[src/rtl/cnt_pkg.sv]
// Shared encodings for the up/down counter: count mode and direction of travel.
package cnt_pkg;

  typedef enum logic {
    MODE_WRAP = 1'b0,
    MODE_SAT  = 1'b1
  } cnt_mode_e;

  typedef enum logic {
    DIR_DOWN = 1'b0,
    DIR_UP   = 1'b1
  } cnt_dir_e;

endpackage

[src/rtl/cnt_psc.sv]
// Prescaler: emits a one-cycle tick on every PSC-th enabled cycle.
module cnt_psc #(
  parameter int PSC = 1
) (
  input  logic i_clk,
  input  logic i_rst,
  input  logic i_en,
  input  logic i_clr,
  output logic o_tick
);

  localparam int PW = (PSC > 1) ? $clog2(PSC) : 1;
  localparam logic [PW-1:0] LAST = PW'(PSC - 1);

  logic [PW-1:0] phase_q, phase_d;

  // Phase only advances on enabled cycles, so a disabled cycle freezes it.
  always_comb begin
    o_tick  = i_en && (phase_q == LAST);
    phase_d = phase_q;
    if (i_clr) begin
      phase_d = '0;
    end else if (i_en) begin
      phase_d = o_tick ? '0 : phase_q + PW'(1);
    end
  end

  always_ff @(posedge i_clk) begin
    if (i_rst) begin
      phase_q <= '0;
    end else begin
      phase_q <= phase_d;
    end
  end

endmodule

[src/rtl/updn_cnt.sv]
// Bounded up/down counter with prescaler, wrap or saturate at the bounds,
// clamped synchronous load, registered terminal-count pulse and saturation flag.
module updn_cnt
  import cnt_pkg::*;
#(
  parameter int UPBND = 15,
  parameter int LOBND = 0,
  parameter int PSC   = 1,
  parameter int CW    = $clog2(UPBND + 1)
) (
  input  logic          i_clk,
  input  logic          i_rst,
  input  logic          i_en,
  input  logic          i_dir,
  input  logic          i_mode,
  input  logic          i_load,
  input  logic [CW-1:0] i_ld_val,
  output logic [CW-1:0] o_cnt,
  output logic          o_tc,
  output logic          o_sat
);

  localparam logic [CW-1:0] UP = CW'(UPBND);
  localparam logic [CW-1:0] LO = CW'(LOBND);

  cnt_mode_e     mode;
  cnt_dir_e      dir;
  logic          tick;
  logic [CW-1:0] bound;
  logic [CW-1:0] ld_clamped;
  logic [CW:0]   below_diff;
  logic [CW:0]   above_diff;
  logic [CW-1:0] cnt_q, cnt_d;
  logic          tc_q, tc_d;
  logic          sat_q, sat_d;

  cnt_psc #(
    .PSC (PSC)
  ) u_psc (
    .i_clk  (i_clk),
    .i_rst  (i_rst),
    .i_en   (i_en),
    .i_clr  (i_load),
    .o_tick (tick)
  );

  always_comb begin
    mode  = cnt_mode_e'(i_mode);
    dir   = cnt_dir_e'(i_dir);
    bound = (dir == DIR_UP) ? UP : LO;

    // Borrow bits of the extended differences give the clamp decisions
    // without comparisons that fold to constants for edge bounds.
    below_diff = {1'b0, i_ld_val} - {1'b0, LO};
    above_diff = {1'b0, UP} - {1'b0, i_ld_val};
    if (below_diff[CW]) begin
      ld_clamped = LO;
    end else if (above_diff[CW]) begin
      ld_clamped = UP;
    end else begin
      ld_clamped = i_ld_val;
    end

    cnt_d = cnt_q;
    tc_d  = 1'b0;
    if (i_load) begin
      cnt_d = ld_clamped;
    end else if (tick) begin
      if (cnt_q != bound) begin
        cnt_d = (dir == DIR_UP) ? cnt_q + CW'(1) : cnt_q - CW'(1);
        tc_d  = (mode == MODE_SAT) && (cnt_d == bound);
      end else if (mode == MODE_WRAP) begin
        cnt_d = (dir == DIR_UP) ? LO : UP;
        tc_d  = 1'b1;
      end else begin
        // Holding at the bound pulses only when saturation is newly entered.
        tc_d = ~sat_q;
      end
    end

    sat_d = (mode == MODE_SAT) && (cnt_d == bound);
  end

  always_ff @(posedge i_clk) begin
    if (i_rst) begin
      cnt_q <= LO;
      tc_q  <= 1'b0;
      sat_q <= 1'b0;
    end else begin
      cnt_q <= cnt_d;
      tc_q  <= tc_d;
      sat_q <= sat_d;
    end
  end

  assign o_cnt = cnt_q;
  assign o_tc  = tc_q;
  assign o_sat = sat_q;

endmodule
[config.mk]
export PLATFORM = sky130hd
export DESIGN_NAME = updn_cnt
export DESIGN_NICKNAME = d
export VERILOG_FILES = /design/src/rtl/cnt_pkg.sv /design/src/rtl/cnt_psc.sv /design/src/rtl/updn_cnt.sv
export SDC_FILE = /design/constraint.sdc
export NUM_CORES = 1
export LEC_CHECK = 0
export CAP_MARGIN = 20
export CORE_UTILIZATION = 45
export CTS_BUF_LIST = sky130_fd_sc_hd__clkbuf_8
export DETAILED_ROUTE_END_ITERATION = 8
export PLACE_DENSITY = 0.74
export SLEW_MARGIN = 20
export SYNTH_ARGS = -nofsm -noshare
export SYNTH_HDL_FRONTEND = slang
export SYNTH_HIERARCHICAL = 1
export SYNTH_SLANG_ARGS = --single-unit
export TNS_END_PERCENT = 1
[constraint.sdc]
create_clock -name i_clk -period 2.7 [get_ports i_clk]
set_input_delay 0.81 -clock i_clk [delete_from_list [all_inputs] [get_ports i_clk]]
set_output_delay 0.81 -clock i_clk [all_outputs]
set_load 0.005 [all_outputs]
==> summary.md <==
| Metric | Value |
|---|---|
| Final Power | about 0.46 mW |
| Register area share after synthesis | between 20% and 30% |
| IO buf count | 15 |
| Leak Pwr | 0.414 nW |
| Critical Path Fanout Max | 9 |
| Area grow syn2layout | 61.3% |
| Clock H-tree levels | 1 |
| Fin. Hold Viols | 0 |
| Post-synth top area share | 21.3% |
| FF+latch area | 140 um2 |
| Hpwl dp | approximately 1.3 mm |
| DP Worst Slack | -0.378 ns |
| Ys Warns | 6 |
| Skew-Pair Late Insertion Delay | 0.22 ns |
| Final #Nets | 133 |
| CTS tree | yes |
| Multi-input logic area | between 500 and 600 um2 |
| Period utilization | 94.5% |
| DRC | 0 |
| Largest net degree at the start of global routing | 15 |
| DRT iter0 DRCs | 55 |
| CP Launch Type | input pin |
| Worst-path cell chain | clkdlybuf4s50_1 -> and3_4 -> o21ai_0 -> a211o_1 -> o211ai_1 -> buf_4 -> buf_4 -> nand4_1 -> mux2i_1 |
| Largest cells by area after synthesis | dfxtp_1, nor2_1, nand3_1, a21oi_1, ha_1 |
| Antenna Cells | 0 |
| Cell area after synthesis | ~660 um2 |
| Post-route antenna net violation count | 0 |
| Synth async-reset ratio | 0% |
| Worst hold slack | 0.490 ns |
| Drt first pass iters | 4 |
| Syn_area_per_cell | 7.64 um2 |
| Number of synthesized flops with an enable pin | 0 |
| Core Region | about 1300 um2 |
| Top cell type by total area after synthesis | dfxtp_1 |
| Most used flip-flop cell after synthesis | dfxtp_1 |
| Mapped Nets | 99 |
| Fin crit period | 2.55 ns |
| Die height | 40.2 um |
| Clock sinks | 7 |
| Cells after Synth | 86 |
| Crit end category | register |
| Global-route wire length before repair | 2.96 mm |
| # hold bufs at CTS | 0 |
| Fill count | 96 |
| Worst endpoint required time | 2.86 ns |
| Post-DR vias/cell | 6.56 |
| CP max stage delay | 0.67 ns |
| WL/cell | 16.8 um |
| PD cells | between 400 and 500 nW/um2 |
| Fmax | 392 MHz |
| Starting Density | between 40 and 50% |
| Die width | 40.2 um |
| Vias | between 800 and 900 |
| CTS Buffer Depth | 2 |
| IO Pins | 16 |
| WP data arrival | 2.71 ns |
| Worst Skew | 0.000737 ns |
| Gpl congestion | about 0.84 |
| GR Overflow Total | 0 |
| Slew margin rel. | 63.0% |
| Max-cap viol count | 0 |
| Final setup violation count | 0 |
| Root buf cell | clkbuf_8 |
| Cell variety after synth | 38 |
| Number of cell rows | 13 |
| Outcome | finished clean |
| Gr usage total | 27.7% |
| RSZ-0062 raised after global routing | no |
| Die area | 1620 um2 |
| Seq cells post-synth | 7 |
| Critical Path Most Common Cell | buf_4 |
| Slowest library cell on the worst path | clkdlybuf4s50_1 |
| TritonCTS Buffers | 3 |
| Post-layout util | 79.5% |
| Final instance area | 1060 um2 |
| Post-route setup slack | 0.147 ns |
| Clock slew at the register clock pins of the worst setup and hold paths | approximately 0.04 ns |
| Crit Path Class | input pin to register |
| Peak VDD IR | 422 uV |
| Share of cells above drive strength 1 | 32.8% |
| DP Area | slightly above 900 um2 |
| Vias in the first global route | between 600 and 700 |
| Total routed wirelength | 2.25 mm |
| Worst Tran Pin Value | 0.554 ns |
| Initial antenna violation count | 0 |
| HP Class | register to register |
| Max-slew violation count | 0 |
## cells in the mapped netlist (all sizes together) (2+ instances only)
| master | count |
|---|---|
| a211oi | 2 |
| a21oi | 6 |
| a221oi | 2 |
| and3 | 2 |
| buf | 4 |
| dfxtp | 7 |
| ha | 2 |
| inv | 3 |
| mux2i | 2 |
| nand2 | 5 |
| nand3 | 8 |
| nor2 | 10 |
| nor2b | 4 |
| nor3 | 2 |
| nor3b | 2 |
| nor4b | 2 |
| o21ai | 6 |
| xnor2 | 2 |
## final cells by class
| type | count | share of cell area [%] |
|---|---|---|
| repair buffers | 34 | 28.6 |
| clock inverters | 1 | 0.354 |
| well taps | 15 | 1.77 |
| flip-flops and latches | 7 | 13.2 |
| clock buffers | 3 | 3.90 |
| inverters | 3 | 1.06 |
| multi-input cells | 71 | 51.1 |
## critical path: cells and delay by family
family	cells	cell delay, ns
mux	1	0.13
simple gates	2	0.33
compound gates	3	0.51
buf+inv	3	0.92
## cells by family after synthesis
kind of cell | count (synthesis) | share of synthesized area, %
xor+xnor | 3 | 4.00
mux | 2 | 3.05
simple gates | 40 | 34.7
fa+ha+maj | 3 | 6.86
compound gates | 23 | 22.9
flops | 7 | 21.3
buf+inv | 8 | 7.24
## final timing paths
check,startpoint,endpoint,slack [ns],cells past startpoint
setup / recovery,i_mode,o_sat,0.15,9
hold / removal,u_psc/phase_q,u_psc/phase_q,0.49,1
setup reg to reg,o_cnt[1],o_sat,0.57,7
hold reg to reg,u_psc/phase_q,u_psc/phase_q,0.49,1
## cells in the final DEF, fill, tap and decap left out, types with 2 or more instances in the layout
cell type	count
a221oi_2	2
dfxtp_1	7
xnor2_1	2
inv_1	3
clkdlybuf4s50_1	14
ha_4	2
nor2_1	10
a211oi_2	2
o21ai_0	5
clkbuf_8	3
nor2b_1	3
nor3b_1	2
a21oi_1	6
and3_4	2
nand3_1	7
buf_4	17
buf_6	2
mux2i_1	2
nand2_1	5
## repair_timing
| action | in CTS | in global routing |
|---|---|---|
| pin swaps | 6 | 3 |
| gates resized for setup | 10 | 7 |
| endpoints found under the setup margin | 2 | 1 |
| setup buffers | 2 | 1 |
## where the power goes
part	total (mW)	leakage [nW]	internal [mW]	switching, mW
Combinational	0.195	0.330	0.104	0.0909
Clock	0.142	0.0269	0.0981	0.0436
Sequential	0.122	0.0574	0.110	0.0121
Total	0.458	0.414	0.312	0.147
## metal layers
metal  vias up  wire (um)  track usage, %
met2        67       1070            46.8
met4         0         81            4.17
met3        16        222            11.1
met5         -          0               0
met1       411        877            33.4
li1        385          -               -
## per-stage QoR
step,TNS (ns),cells
floorplan,0,86
global placement,-0.776,127
detailed placement,-0.945,127
CTS,0,133
global route,0,134
finish,0,134
## state kept, by name, summed over array words and instances (netlist names)
name / count
u_psc/phase_q: 1
o_tc: 1
o_sat: 1
o_cnt: 4
(Power assumes the default switching activity.)
